<file path="config.mk">
export PLATFORM = sky130hd
export DESIGN_NAME = reg_cmd_sequencer
export DESIGN_NICKNAME = d
export VERILOG_FILES = /design/src/rtl/reg_seq_pkg.sv /design/src/rtl/reg_cmd_skid_buffer.sv /design/src/rtl/reg_cmd_sequencer.sv
export SDC_FILE = /design/constraint.sdc
export NUM_CORES = 1
export LEC_CHECK = 0
export CORE_MARGIN = 2
export CORE_UTILIZATION = 43
export CTS_BUF_LIST = sky130_fd_sc_hd__clkbuf_16
export CTS_CLUSTER_SIZE = 40
export DETAILED_ROUTE_END_ITERATION = 12
export HOLD_SLACK_MARGIN = 0.1
export PLACE_DENSITY = 0.71
export SYNTH_ARGS = -nofsm -noshare
export SYNTH_HDL_FRONTEND = slang
export SYNTH_SLANG_ARGS = --single-unit
</file>
<file path="constraint.sdc">
create_clock -name clk -period 4.9 [get_ports clk]
set_clock_uncertainty 0.05 [all_clocks]
set_input_delay 0.98 -clock clk [delete_from_list [all_inputs] [get_ports clk]]
set_output_delay 0.98 -clock clk [all_outputs]
set_load 0.005 [all_outputs]
</file>
<file path="src/rtl/reg_seq_pkg.sv">
// Shared encodings for the register command sequencer.
// Ctrl codes are shared with the downstream parallel register.
package reg_seq_pkg;

  localparam logic [1:0] CTRL_NONE = 2'd0;
  localparam logic [1:0] CTRL_LOAD = 2'd1;
  localparam logic [1:0] CTRL_INCR = 2'd2;
  localparam logic [1:0] CTRL_CLR  = 2'd3;

  localparam logic [1:0] OP_NOP  = 2'd0;
  localparam logic [1:0] OP_LOAD = 2'd1;
  localparam logic [1:0] OP_INCR = 2'd2;
  localparam logic [1:0] OP_CLR  = 2'd3;

  typedef enum logic {
    ST_IDLE = 1'b0,
    ST_EXEC = 1'b1
  } state_t;

endpackage

</file>
<file path="src/rtl/reg_cmd_skid_buffer.sv">
// One-entry command holding register (op + arg + valid flag).
// Used by reg_cmd_sequencer only when REG_SEQ_CMD_SKID_EN is defined.
module reg_cmd_skid_buffer
  import reg_seq_pkg::*;
#(
  parameter int WIDTH = 8
) (
  input  logic             clk,
  input  logic             sync_reset,
  input  logic             i_push,
  input  logic [1:0]       i_op,
  input  logic [WIDTH-1:0] i_arg,
  input  logic             i_pop,
  output logic             o_valid,
  output logic [1:0]       o_op,
  output logic [WIDTH-1:0] o_arg
);

  logic             r_valid;
  logic [1:0]       r_op;
  logic [WIDTH-1:0] r_arg;

  // Capture on push, release on pop; reset empties the entry.
  always_ff @(posedge clk) begin
    if (sync_reset) begin
      r_valid <= 1'b0;
      r_op    <= OP_NOP;
      r_arg   <= '0;
    end else if (i_push) begin
      r_valid <= 1'b1;
      r_op    <= i_op;
      r_arg   <= i_arg;
    end else if (i_pop) begin
      r_valid <= 1'b0;
    end
  end

  assign o_valid = r_valid;
  assign o_op    = r_op;
  assign o_arg   = r_arg;

endmodule

</file>
<file path="src/rtl/reg_cmd_sequencer.sv">
// Expands valid/ready commands into per-cycle ctrl codes for the parallel
// register. INCR by N becomes N cycles of CTRL_INCR (N=0 acts as NOP).
// Optional REG_SEQ_CMD_SKID_EN adds a one-entry command buffer so a
// command accepted during EXEC starts right after done, with no IDLE gap.
module reg_cmd_sequencer
  import reg_seq_pkg::*;
#(
  parameter int WIDTH     = 8,
  parameter int CNT_WIDTH = 8
) (
  input  logic             clk,
  input  logic             sync_reset,
  input  logic             cmd_valid,
  output logic             cmd_ready,
  input  logic [1:0]       cmd_op,
  input  logic [WIDTH-1:0] cmd_arg,
  output logic [1:0]       reg_ctrl,
  output logic [WIDTH-1:0] reg_data,
  output logic             busy,
  output logic             done
);

  state_t               r_state, w_state_nxt;
  logic [CNT_WIDTH-1:0] r_cnt;
  logic [1:0]           r_ctrl;
  logic [WIDTH-1:0]     r_data;
  logic                 r_busy, r_done;

  logic                 w_acc, w_last, w_start;
  logic [1:0]           w_sop;
  logic [WIDTH-1:0]     w_sarg;
  logic [CNT_WIDTH-1:0] w_n, w_scnt;
  logic [1:0]           w_sctrl;

  // r_cnt holds the cycles remaining including the one being driven now.
  assign w_last = (r_state == ST_EXEC) && (r_cnt == CNT_WIDTH'(1));

`ifdef REG_SEQ_CMD_SKID_EN
  logic             w_buf_vld, w_push, w_pop;
  logic [1:0]       w_buf_op;
  logic [WIDTH-1:0] w_buf_arg;

  assign cmd_ready = !sync_reset &&
                     ((r_state == ST_IDLE) || ((r_state == ST_EXEC) && !w_buf_vld));
  assign w_acc   = cmd_valid && cmd_ready;
  // A buffered command has priority at the final cycle; an empty buffer lets a
  // command arriving on the final cycle bypass straight into EXEC.
  assign w_pop   = w_last && w_buf_vld;
  assign w_push  = w_acc && (r_state == ST_EXEC) && !w_last;
  assign w_start = (w_acc && !w_push) || w_pop;
  assign w_sop   = w_pop ? w_buf_op  : cmd_op;
  assign w_sarg  = w_pop ? w_buf_arg : cmd_arg;

  reg_cmd_skid_buffer #(.WIDTH(WIDTH)) u_skid (
    .clk        (clk),
    .sync_reset (sync_reset),
    .i_push     (w_push),
    .i_op       (cmd_op),
    .i_arg      (cmd_arg),
    .i_pop      (w_pop),
    .o_valid    (w_buf_vld),
    .o_op       (w_buf_op),
    .o_arg      (w_buf_arg)
  );
`else
  assign cmd_ready = !sync_reset && (r_state == ST_IDLE);
  assign w_acc     = cmd_valid && cmd_ready;
  assign w_start   = w_acc;
  assign w_sop     = cmd_op;
  assign w_sarg    = cmd_arg;
`endif

  // Decode the starting command into its first ctrl code and cycle count.
  always_comb begin
    w_n     = w_sarg[CNT_WIDTH-1:0];
    w_sctrl = CTRL_NONE;
    w_scnt  = CNT_WIDTH'(1);
    case (w_sop)
      OP_LOAD: w_sctrl = CTRL_LOAD;
      OP_CLR:  w_sctrl = CTRL_CLR;
      OP_INCR: begin
        if (w_n != '0) begin
          w_sctrl = CTRL_INCR;
          w_scnt  = w_n;
        end
      end
      default: w_sctrl = CTRL_NONE;
    endcase
  end

  // State register.
  always_ff @(posedge clk) begin
    if (sync_reset) r_state <= ST_IDLE;
    else            r_state <= w_state_nxt;
  end

  // Next-state: leave EXEC after the last cycle unless another command starts.
  always_comb begin
    w_state_nxt = r_state;
    case (r_state)
      ST_IDLE: if (w_start) w_state_nxt = ST_EXEC;
      ST_EXEC: if (w_last && !w_start) w_state_nxt = ST_IDLE;
      default: w_state_nxt = ST_IDLE;
    endcase
  end

  // Registered outputs and repeat counter.
  always_ff @(posedge clk) begin
    if (sync_reset) begin
      r_cnt  <= '0;
      r_ctrl <= CTRL_NONE;
      r_data <= '0;
      r_busy <= 1'b0;
      r_done <= 1'b0;
    end else if (w_start) begin
      r_cnt  <= w_scnt;
      r_ctrl <= w_sctrl;
      if (w_sop == OP_LOAD) r_data <= w_sarg;
      r_busy <= 1'b1;
      r_done <= (w_scnt == CNT_WIDTH'(1));
    end else if (r_state == ST_EXEC) begin
      if (w_last) begin
        r_cnt  <= '0;
        r_ctrl <= CTRL_NONE;
        r_busy <= 1'b0;
        r_done <= 1'b0;
      end else begin
        r_cnt  <= r_cnt - CNT_WIDTH'(1);
        r_done <= (r_cnt == CNT_WIDTH'(2));
      end
    end
  end

  assign reg_ctrl = r_ctrl;
  assign reg_data = r_data;
  assign busy     = r_busy;
  assign done     = r_done;

endmodule
</file>
==> impl_metrics.ini <==
[die]
rows = 18
core_area_mm2 = 0.002432
die_w_um = 54.37
die-area_mm2 = 0.002956
num_io_pins = 26
die_h_um = 54.37
initial_core_util_pct = 44.86

[route]
drc = 0
drt_first_pass_iters = 5
drt-total-wl_mm = 2.837
route.detailed.vias_per_inst = 5.989
drt_iter0_markers = 48
ant_nets = 0
vias = 1060
avgRoutedWirePerCell_um = 16.03

[synthesis]
syn_avg_cell_area_um2 = 8.943
yosysUniqueCellTypes = 41
synth_top_area_share_pct = 38.53
synth_seq_cells = 21
synth_warnings = 0
synth_edf_count = 0
ys_async_sr_fraction_pct = 0
syn_area_mm2 = 0.001091
syn_nets = 138
synth_area_leaders = dfxtp_1 (39%), mux2i_1 (7.3%), nor2_1 (5.2%), ha_1 (3.4%), inv_1 (2.4%)
ys_seq_area_share_pct = 38.53
synthCells = 122
ys.flop_type = dfxtp_1
synth_area_leader_cell = dfxtp_1

[timing]
fin_crit_sh_pct = 70.77
worst_slew_pin_slew_ns = 0.7581
slew_headroom_pct = 49.24
fin_crit_ns = 3.468
hold_viol = 0
slew_viol_final = 0
clock.fmax_ghz = 0.2884
rsz0062_at_grt = false
finalSetupViolations = 0
timing.setup.tns_ns = 0

[critical_path]
cp_max_fo = 14
r2r_slack_ns = 2.77
worstPathRequired_ns = 3.87
arrival_ns = 2.44
critPathKind = primary input to primary output
worstReg2RegStart = r_state
reg2reg_depth = 4
crit_path_end_kind = primary output
r2r_end = reg_data[5]
critPathLaunchType = primary input

[power_and_ir_drop]
peakVddDrop_mv = 0.2024
power_leakage_nw = 0.5079
power_per_cell_area_mw_per_mm2 = 354.2

[clocking]
cts_setup_buffers = 0
clk-insertion-delay-late_ns = 0.25
clk_path_buf_depth = 2
clk_pin_slew_ns = 0.05
cts_tree = yes
cts_buffers = 3
root_buffer = clkbuf_16
cts_hold_buf = 0
clkSinkCount = 21
cts_resized = 0
htree_num_levels = 1

[global_routing]
grt_max_degree = 16
grt_pass1_wl_mm = 4.616
grt.total_usage_pct = 21.46
antenna_found_initial = 0
grt_pass1_vias = 1012
overflow = 0

[place]
post-dp-hpwl_mm = 2.112
portBuffers = 25
dpl.cell_count = 173
place_congestion = 0.8865

[layout]
finalNonFillerCells = 177
layout.nets = 164
area_delta_synth_final_pct = 31.77
nFillCells = 214
antenna_cells = 0
drive_above_1_share_pct = 7.483

[run_status]
status = finished, final reports clean

[job]
drv_cap = 0

[worst_hold_path]
whs_endpoint = reg_ctrl[1]
hold_path_depth = 2
min_path_type = register to register
hp-start = reg_ctrl[1]
[per-stage QoR]
step	hold WS (ns)	worst slack, ns	total power, mW	util [%]	instance area [um2]
after global routing	0.4737	1.353	0.5316	59.10	1438
final	0.4382	1.432	0.5092	59.10	1438
after detailed placement	0.4324	1.397	0.3390	55.86	1359
after CTS	0.4409	1.404	0.5084	59.10	1438
after floorplan	0.4157	2.545	0.2930	-	1091
after global placement	0.4213	1.462	0.3355	55.86	1359
[cell usage in the layout, fill, tap and decap left out, types with 3 or more instances in the layout]
master / netlist / routed
clkdlybuf4s50_1: 0 / 25
dfxtp_1: 21 / 21
nor2_1: 15 / 15
inv_1: 7 / 8
mux2i_1: 8 / 8
nand2_1: 7 / 7
a21oi_1: 5 / 5
nor3_1: 4 / 4
a31oi_1: 4 / 4
nor2b_1: 3 / 3
o211ai_1: 3 / 3
a22oi_1: 3 / 3
o32ai_1: 3 / 3
ha_1: 3 / 3
clkbuf_16: 0 / 3
[flip-flops by register name, indices dropped and copies added (netlist names)]
signal    flops
r_state       1
done          1
reg_data      8
reg_ctrl      2
r_cnt         8
busy          1
[per-layer routing]
layer  share of wire (%)  GRT usage (%)  up-vias
li1                    -              -      507
met1                  44          26.17      502
met2                  48          36.55       44
met3                 6.3          4.645        7
met4                 1.2          8.333        0
met5                   0              0        -
[worst max path at each step]
stage                      to  startpoint
global route        cmd_ready  sync_reset
finish              cmd_ready  sync_reset
global placement    cmd_ready  sync_reset
floorplan           cmd_ready  sync_reset
CTS                 cmd_ready  sync_reset
detailed placement  cmd_ready  sync_reset
[cells by family (layout without fill, tap and decap cells)]
group,after synthesis,after routing,synth area share (%)
AND/OR/NAND/NOR,45,45,24.43
AO/OA/AOI/OAI,33,33,21.33
flip-flops,21,21,38.53
buffers and inverters,12,37,4.931
multiplexers,8,8,7.340
adder cells (fa/ha/maj),3,3,3.441
[worst max-delay path, stage by stage]
cell and delay, ns:
clkdlybuf4s50_1 0.67, nor2_1 0.24, clkdlybuf4s50_1 0.54
[cells in the mapped netlist (2+ instances only)]
master	count
nor3b_2	2
a31oi_1	4
a211oi_1	2
nor2b_1	3
a21oi_1	5
or3_1	2
o21ai_0	2
o22ai_1	2
mux2i_1	8
o211ai_1	3
nor2_1	15
dfxtp_1	21
o32ai_1	3
nor3_1	4
nand2_1	7
ha_1	3
inv_1	7
a22oi_1	3
nor4_1	2
clkbuf_1	3
[final cells by class]
| cell class | count | area (um2) | share of cell area [%] |
|---|---|---|---|
| tap | 30 | 37.54 | 2.611 |
| multi-input combinational | 89 | 616.8 | 42.91 |
| clock buffer | 3 | 75.07 | 5.222 |
| clock inverter | 1 | 3.754 | 0.2611 |
| timing repair buffer | 26 | 257.7 | 17.93 |
| sequential | 21 | 420.4 | 29.24 |
| inverter | 7 | 26.28 | 1.828 |
[report_power, final]
part	internal (mW)	total, mW	switching (mW)
Sequential	0.187	0.210	0.0227
Clock	0.109	0.170	0.0611
Combinational	0.0623	0.129	0.0670
Power figures use the tool's default switching activity.
